===== src/rtl/video_stream_pkg.sv =====
// Shared types and constants for the video source selector and its
// registered output stage.
package video_stream_pkg;

    localparam int PIX_W = 16;

    typedef enum logic {
        ST_IDLE     = 1'b0,
        ST_IN_FRAME = 1'b1
    } mux_state_t;

    localparam logic SEL_CAMERA = 1'b0;
    localparam logic SEL_SDCARD = 1'b1;

endpackage


===== src/rtl/video_st_out_reg.sv =====
// Registered Avalon-ST source stage: one beat of storage, ready-latency 0.
// The register reloads whenever it is empty or downstream is taking the
// current beat. With no beat pushed on a reload, valid drops.
module video_st_out_reg
    import video_stream_pkg::*;
#(
    parameter int DATA_W = PIX_W
) (
    input  logic              clk,
    input  logic              reset,
    input  logic              push,
    input  logic [DATA_W-1:0] push_data,
    input  logic              push_sop,
    input  logic              push_eop,
    input  logic              ready_in,
    output logic              load_en,
    output logic              valid_out,
    output logic [DATA_W-1:0] data_out,
    output logic              startofpacket_out,
    output logic              endofpacket_out
);

    logic              valid_q, valid_d;
    logic [DATA_W-1:0] data_q,  data_d;
    logic              sop_q,   sop_d;
    logic              eop_q,   eop_d;

    assign load_en = !valid_q || ready_in;

    // Next output beat: hold while stalled, otherwise load or go empty.
    always_comb begin
        // NOTE: every signal gets a default first, so no path can leave
        // one unassigned and infer a latch.
        valid_d = valid_q;
        data_d  = data_q;
        sop_d   = sop_q;
        eop_d   = eop_q;
        if (load_en) begin
            valid_d = push;
            if (push) begin
                data_d = push_data;
                sop_d  = push_sop;
                eop_d  = push_eop;
            end
        end
    end

    // Output register with synchronous reset.
    always_ff @(posedge clk) begin
        // NOTE: the data register is reset too, because data_out is a
        // visible port with a defined reset value (unlike a RAM payload).
        if (reset) begin
            valid_q <= 1'b0;
            data_q  <= '0;
            sop_q   <= 1'b0;
            eop_q   <= 1'b0;
        end else begin
            // NOTE: non-blocking assignments so all flops sample the same
            // pre-edge values regardless of statement order.
            valid_q <= valid_d;
            data_q  <= data_d;
            sop_q   <= sop_d;
            eop_q   <= eop_d;
        end
    end

    assign valid_out         = valid_q;
    assign data_out          = data_q;
    assign startofpacket_out = sop_q;
    assign endofpacket_out   = eop_q;

endmodule


===== src/rtl/video_stream_mux.sv =====
// Two-input Avalon-ST video source selector (camera = sink 0, SD card =
// sink 1). The source is locked for a whole frame and only re-selected
// between frames; beats arriving outside a frame without sop are dropped
// so the output always starts on a frame boundary.
// Optional build macro VIDEO_MUX_DRAIN_UNSELECTED_EN: when defined, the
// unselected sink is always ready and its beats are discarded; otherwise
// the unselected sink sees ready=0.
module video_stream_mux
    import video_stream_pkg::*;
#(
    parameter int DATA_W = PIX_W
) (
    input  logic              clk,
    input  logic              reset,
    input  logic              sel_req,
    input  logic              valid_in0,
    output logic              ready_out0,
    input  logic [DATA_W-1:0] data_in0,
    input  logic              startofpacket_in0,
    input  logic              endofpacket_in0,
    input  logic              valid_in1,
    output logic              ready_out1,
    input  logic [DATA_W-1:0] data_in1,
    input  logic              startofpacket_in1,
    input  logic              endofpacket_in1,
    output logic              valid_out,
    input  logic              ready_in,
    output logic [DATA_W-1:0] data_out,
    output logic              startofpacket_out,
    output logic              endofpacket_out,
    output logic              active_sel
);

`ifdef VIDEO_MUX_DRAIN_UNSELECTED_EN
    localparam logic UNSEL_READY = 1'b1;
`else
    localparam logic UNSEL_READY = 1'b0;
`endif

    mux_state_t        state_q, state_d;
    logic              active_sel_q, active_sel_d;

    logic              load_en;
    logic              sel_valid;
    logic [DATA_W-1:0] sel_data;
    logic              sel_sop;
    logic              sel_eop;
    logic              accept;
    logic              beat_fwd;

    // The locked sink follows the output register; the other sink is
    // either stalled or drained.
    assign ready_out0 = (active_sel_q == SEL_CAMERA) ? load_en : UNSEL_READY;
    assign ready_out1 = (active_sel_q == SEL_SDCARD) ? load_en : UNSEL_READY;

    // Route the locked sink's beat toward the output stage.
    always_comb begin
        sel_valid = valid_in0;
        sel_data  = data_in0;
        sel_sop   = startofpacket_in0;
        sel_eop   = endofpacket_in0;
        if (active_sel_q == SEL_SDCARD) begin
            sel_valid = valid_in1;
            sel_data  = data_in1;
            sel_sop   = startofpacket_in1;
            sel_eop   = endofpacket_in1;
        end
    end

    assign accept = sel_valid && load_en;

    // Frame-lock FSM: decide forwarding and when the selection may move.
    always_comb begin
        state_d      = state_q;
        active_sel_d = active_sel_q;
        beat_fwd     = 1'b0;
        case (state_q)
            ST_IDLE: begin
                if (accept && sel_sop) begin
                    beat_fwd = 1'b1;
                    if (!sel_eop) begin
                        state_d = ST_IN_FRAME;
                    end
                end
                // Follow sel_req between frames, but keep the source a new
                // frame has just opened on so the frame stays single-source.
                if (state_d == ST_IDLE) begin
                    active_sel_d = sel_req;
                end
            end
            ST_IN_FRAME: begin
                if (accept) begin
                    beat_fwd = 1'b1;
                    if (sel_eop) begin
                        state_d = ST_IDLE;
                    end
                end
            end
            default: state_d = ST_IDLE;
        endcase
    end

    // FSM and selection registers.
    always_ff @(posedge clk) begin
        if (reset) begin
            state_q      <= ST_IDLE;
            active_sel_q <= SEL_CAMERA;
        end else begin
            state_q      <= state_d;
            active_sel_q <= active_sel_d;
        end
    end

    video_st_out_reg #(
        .DATA_W (DATA_W)
    ) u_out_reg (
        .clk               (clk),
        .reset             (reset),
        .push              (beat_fwd),
        .push_data         (sel_data),
        .push_sop          (sel_sop),
        .push_eop          (sel_eop),
        .ready_in          (ready_in),
        .load_en           (load_en),
        .valid_out         (valid_out),
        .data_out          (data_out),
        .startofpacket_out (startofpacket_out),
        .endofpacket_out   (endofpacket_out)
    );

    assign active_sel = active_sel_q;

endmodule


===== config.mk =====
export PLATFORM = sky130hd
export DESIGN_NAME = video_stream_mux
export DESIGN_NICKNAME = d
export VERILOG_FILES = /design/src/rtl/video_stream_pkg.sv /design/src/rtl/video_st_out_reg.sv /design/src/rtl/video_stream_mux.sv
export SDC_FILE = /design/constraint.sdc
export NUM_CORES = 1
export LEC_CHECK = 0
export ABC_CLOCK_PERIOD_IN_PS = 1800
export CAP_MARGIN = 20
export CORE_UTILIZATION = 39
export CTS_BUF_LIST = sky130_fd_sc_hd__clkbuf_4 sky130_fd_sc_hd__clkbuf_8 sky130_fd_sc_hd__clkbuf_16
export CTS_CLUSTER_SIZE = 24
export DETAILED_ROUTE_END_ITERATION = 10
export HOLD_SLACK_MARGIN = 0.02
export PLACE_DENSITY = 0.91
export SYNTH_ARGS = -nofsm -noshare
export SYNTH_HDL_FRONTEND = slang
export SYNTH_SLANG_ARGS = --single-unit

===== constraint.sdc =====
create_clock -name clk -period 1.8 [get_ports clk]
set_input_delay 0.54 -clock clk [delete_from_list [all_inputs] [get_ports clk]]
set_output_delay 0.54 -clock clk [all_outputs]
set_load 0.005 [all_outputs]

# [After elaboration in Yosys (flattened, before gate mapping)]
# Cells that the tools add are included.
[word_totals] mem_count=0 out_inout_bits=22 latch_bits=0 regBits=21 romBits=0 ram_bits=0 inputBits=42 wordCells=28
[classes] order_cmp=0 reduce_logical=6 bitwise_logic=2 mul=0 n_shift=0 n_addsub=0 eq_ne=0 div_mod_pow=0 n_mux=14
[op_table] cell="two-way mux 16 bit" n=1
[op_table] cell="two-way mux 1 bit" n=11
[op_table] cell="one-hot mux 1 bit (2 select lines)" n=2
[op_table] cell="AND reduction 2 bit" n=2
[op_table] cell="logical AND 1 bit" n=2
[op_table] cell="NOT 1 bit" n=2
[op_table] cell="logical NOT 1 bit" n=1
[op_table] cell="logical OR 1 bit" n=1

# [Depth between registers and ports, before layout]
[logic_depth] depth_word=8 mapped_depth=5 ltp_nobuf=3

# [Cells and area by module]
# Synthesis repeated with hierarchy kept, for this count alone.
[hier_totals] cells_unflattened=122 hier_area_um2=1408.9
[modules_own_cells] module="video_st_out_reg" cells_per_inst=86 n_inst=1 area_each_um2=1037.2
[modules_own_cells] module="video_stream_mux" cells_per_inst=36 n_inst=1 area_each_um2=371.6

# [Worst setup path before layout]
# OpenSTA, ideal clock, no wires.
[synth_timing] path_kind="in2reg" startpoint="in startofpacket_in0" endpoint="reg u_out_reg.data_q[10], in the netlist u_out_reg.data_out[10]" path_stages=4 path_slack_ps=86 arrival_time_ps=1592 n_path_buf=1 setup_ps=121 cell_sequence="mux2_4 -> o211ai_4 -> buf_12 -> mux2_4"
[synth_between] elab_chain_cells=5
[synth_rtl] item="start: declaration" line="video_stream_mux.sv:19" source="input logic startofpacket_in0,"
[synth_rtl] item="two-way mux 1 bit" line="video_stream_mux.sv:62" source="if (active_sel_q == SEL_SDCARD) begin"
[synth_rtl] item="logical AND 1 bit" line="video_stream_mux.sv:79" source="if (accept && sel_sop) begin"
[synth_rtl] item="two-way mux 1 bit" line="video_stream_mux.sv:79"
[synth_rtl] item="one-hot mux 1 bit (2 select lines)" line="video_stream_mux.sv:77" source="case (state_q)"
[synth_rtl] item="AND reduction 2 bit (no source line)"
[synth_rtl] item="end signal: assignment" line="video_st_out_reg.sv:61" source="data_q <= data_d;"
[synth_rtl] item="end: declaration" line="video_st_out_reg.sv:24" source="logic [DATA_W-1:0] data_q, data_d;"
# Every way passes these cells.
# A chain may end at the register's enable or synchronous reset.

# [Final worst setup path]
[layout_timing] startpoint="reg active_sel_q, in the netlist active_sel" endpoint="out active_sel"
[layout_rtl] item="start: declaration" line="video_stream_mux.sv:41" source="logic active_sel_q, active_sel_d;"
[layout_rtl] item="start signal: assignment" line="video_stream_mux.sv:110" source="active_sel_q <= active_sel_d;"
[layout_rtl] item="end: declaration" line="video_stream_mux.sv:31" source="output logic active_sel"
# No word-level cell between the ends.

==> results.toml <==
[cts]
cts_max_path_buffers = 2
insertion_delay_ps = 300
htree_num_levels = 1
clk_root_buffer_cell = "sky130_fd_sc_hd__clkbuf_4"
clk_pin_slew_ps = 120
cts_buffers = 3
cts.sink_count = 21
cts_tree = "built"

[timing]
finalWorstSetupSlack_ps = 49.19
hold_viol_final = 0
rsz_0062_raised_after_global_routing = "false"
timing_max_transition_violations_final = 0
max_slew.worst_pin.slew_ps = 265.0
layout_worst_path_cycle_share = 0.9727
skew_ps = 3.277
maximum_clock_frequency_ghz = 0.5712
slew_headroom = 0.8183
final_period_minus_worst_setup_slack_ps = 1751
setup-violations-final = 0

[worst_setup_path]
crit_type = "reg2out"
setup.worst_path.start_class = "register"
cp.arrival_ps = 1210
worst-path-buf-inv = 1
cp_top_family = "buffers and inverters"
worst_setup_path_end_kind = "output port"
r2r-start = "active_sel"
library_cell_contributing_the_largest_single_delay_on_the_critical_path = "sky130_fd_sc_hd__clkdlybuf4s50_1"
max_stage_delay_ps = 510
critPathLaunch = "active_sel"
timing.critical_path.fanout_max = 6
cp_cell_sequence = "clkdlybuf4s50_1"
critical_path_required_ps = 1260

[routing]
first_pass_iters = 7
postRouteAntennaNets = 0
route.vias.total = 1065
dr_vias_cell = 4.885
detail_route.wirelength.met1_mm = 1.137
routed-wl-met3_microns = 264
top_layer = "met4"
detailroute.wirelength.met2_mm = 1.382
detail_route.wl_per_cell_microns = 12.84
wirelength_mm = 2.800
initialDrtViolationCount = 28
drc_violation_count_after_routing = 11

[yosys]
avgSynthCellArea_sq_um = 10.28
dominant_combinational_cell_family_by_area_after_synthesis = "multiplexers"
postSynthRegisterBits = 21
synth-xor-area-share = 0
synth_compound_area_frac = 0.04617
synth_simple_gate_area_share = 0.1805
synth_fa_ha_area_frac = 0
synth.yosys.warnings = 0
synth.net_count = 158
synth_area_sq_um = 1192
synth_cells = 116
synthDistinctLibCells = 20
synth_seq_area_share = 0.3526
synthMuxAreaShare = 0.3704

[global_routing]
total_congestion_overflow = 0
global_route_wire_length_before_repair_mm = 4.450
grt_pass1_vias = 1103
grt.total_usage = 0.1744
grt_start_max_net_pins = 40
grt_antenna_before_repair = 0

[finish]
sequential_cell_area_sq_um = 425.4
multi_input_area_sq_um = 721.9
n_fill_cell = 225
synthToLayoutAreaGrowth_pct = 64.11
final_nets = 230
antenna_cells = 0
layout-drive-gt1-share = 0.2193

[power_and_ir_drop]
internal-power_uw = 922.9
leakagePower_nw = 0.8099
ir_worst_vdd_mv = 0.3189
fraction_of_power_consumed_by_combinational_cells = 0.368
p_clk_frac = 0.198
netSwitchingFraction = 0.2596
total_switching_power_uw = 323.7
powerDensity_nw_per_um2 = 637.0
total_power_mw = 1.247
power.share.sequential = 0.434

[run_status]
failed_checks = "design-rule violations"
status = "finished, violations left"

[placed_design]
dp.final_hpwl_mm = 2.094
io_buffer_count = 63
globalplace.congestion = 0.6895
preCtsSetupSlack_ps = -515.7

[run]
maxCapViolCount = 0

[die]
floorplan.core_area_sq_um = 2829
row_count = 19
initial_utilization = 0.4215
floorplan.die.width_microns = 57.30
dieHeight_microns = 57.30
design.die.area_sq_um = 3283
io-pin-count = 64

[hold_path]
hp-start = "u_out_reg.startofpacket_out"
hold_path_class = "reg2reg"
==> power by group through the flow <==
stage                     clock network (mW)  logic (mW)  registers, mW
final                                  0.247       0.459          0.541
after global routing                   0.272       0.493          0.546
after CTS                              0.256       0.456          0.543
after detailed placement                   0       0.456          0.550
after global placement                     0       0.446          0.548
after floorplan                            0       0.224          0.547
==> worst reg2reg max path, cell delays in order (launching register included) <==
cell                       delay [ps]
sky130_fd_sc_hd__dfxtp_4          390
sky130_fd_sc_hd__buf_4            140
sky130_fd_sc_hd__mux2_4           310
sky130_fd_sc_hd__o211ai_4         180
sky130_fd_sc_hd__buf_12           190
sky130_fd_sc_hd__mux2_2           350
==> final timing paths <==
| kind | slack [ps] | cells past startpoint | to |
|---|---|---|---|
| min reg2reg | 510 | 2 | u_out_reg.startofpacket_out |
| min | 510 | 2 | u_out_reg.startofpacket_out |
| max reg2reg | 150 | 5 | u_out_reg.data_out[3] |
| max | 50 | 1 | active_sel |
==> final cells by class <==
cell class                      instances  area share
Clock buffer                            4     0.01535
Inverter                                1    0.001918
Multi-Input combinational cell         86      0.3689
Sequential cell                        21      0.2174
Tap cell                               31     0.01982
Timing Repair Buffer                   75      0.3766
==> per-stage QoR <==
| step | util | std cells | area, sq um | setup TNS, ps | hold slack (ps) |
|---|---|---|---|---|---|
| after floorplan | - | 116 | 1192 | 0 | 464.6 |
| after global placement | 0.6736 | 212 | 1906 | -5047 | 460.7 |
| after detailed placement | 0.6736 | 212 | 1906 | -5400 | 483.9 |
| after CTS | 0.6877 | 216 | 1946 | -20.27 | 501.4 |
| after global routing | 0.6917 | 218 | 1957 | 0 | 517.2 |
| final | 0.6917 | 218 | 1957 | 0 | 505.7 |
==> metal layers <==
metal  up-vias  GRT usage
met5         -          0
met2        50     0.3445
li1        534          -
met4         0    0.04181
met1       479     0.1740
met3         2    0.05669
==> kinds of logic (layout without fill, tap and decap cells) <==
group,Yosys count,in the layout
simple gates,42,42
flops,21,21
buf+inv,9,80
mux,38,38
compound gates,6,6
==> sequential cells by signal, summed over array words and instances, names as in the netlist <==
register / cells
u_out_reg.startofpacket_out: 1
state_q: 1
u_out_reg.data_out: 16
u_out_reg.endofpacket_out: 1
active_sel: 1
u_out_reg.valid_out: 1
==> cell usage after synthesis, drive strengths merged <==
library cell  count  share of area
mux2i            19           0.16
a211oi            1         0.0063
dfxtp            21           0.35
mux2             19           0.21
nand3             1         0.0042
nor3              1         0.0042
nor2             18          0.057
a21oi             2         0.0084
clkbuf            4          0.013
nand2b            3          0.016
a41oi             1         0.0073
o211ai            1          0.018
inv               1         0.0031
nor2b            18          0.094
o31ai             1         0.0063
buf               4          0.035
and2              1         0.0052
==> layout by cell type (no fill, tap or decap), types with 2 or more instances in the layout <==
cell type and instances:
sky130_fd_sc_hd__nor2_1 18, sky130_fd_sc_hd__mux2_4 10, sky130_fd_sc_hd__mux2i_1 19, sky130_fd_sc_hd__mux2_2 9, sky130_fd_sc_hd__nand2b_1 2, sky130_fd_sc_hd__buf_12 2, sky130_fd_sc_hd__dfxtp_1 19, sky130_fd_sc_hd__clkbuf_4 4
sky130_fd_sc_hd__buf_4 9, sky130_fd_sc_hd__nor2b_1 17, sky130_fd_sc_hd__a21oi_1 2, sky130_fd_sc_hd__clkdlybuf4s50_1 60, sky130_fd_sc_hd__clkbuf_2 2
==> timing repair <==
item | CTS | global route
gates resized for setup | 8 | 3
setup buffers | 0 | 2
endpoints found under the setup margin | 3 | 3
hold buffers | 0 | 0
hold endpoints to repair | 0 | 0
Power figures use the tool's default switching activity.
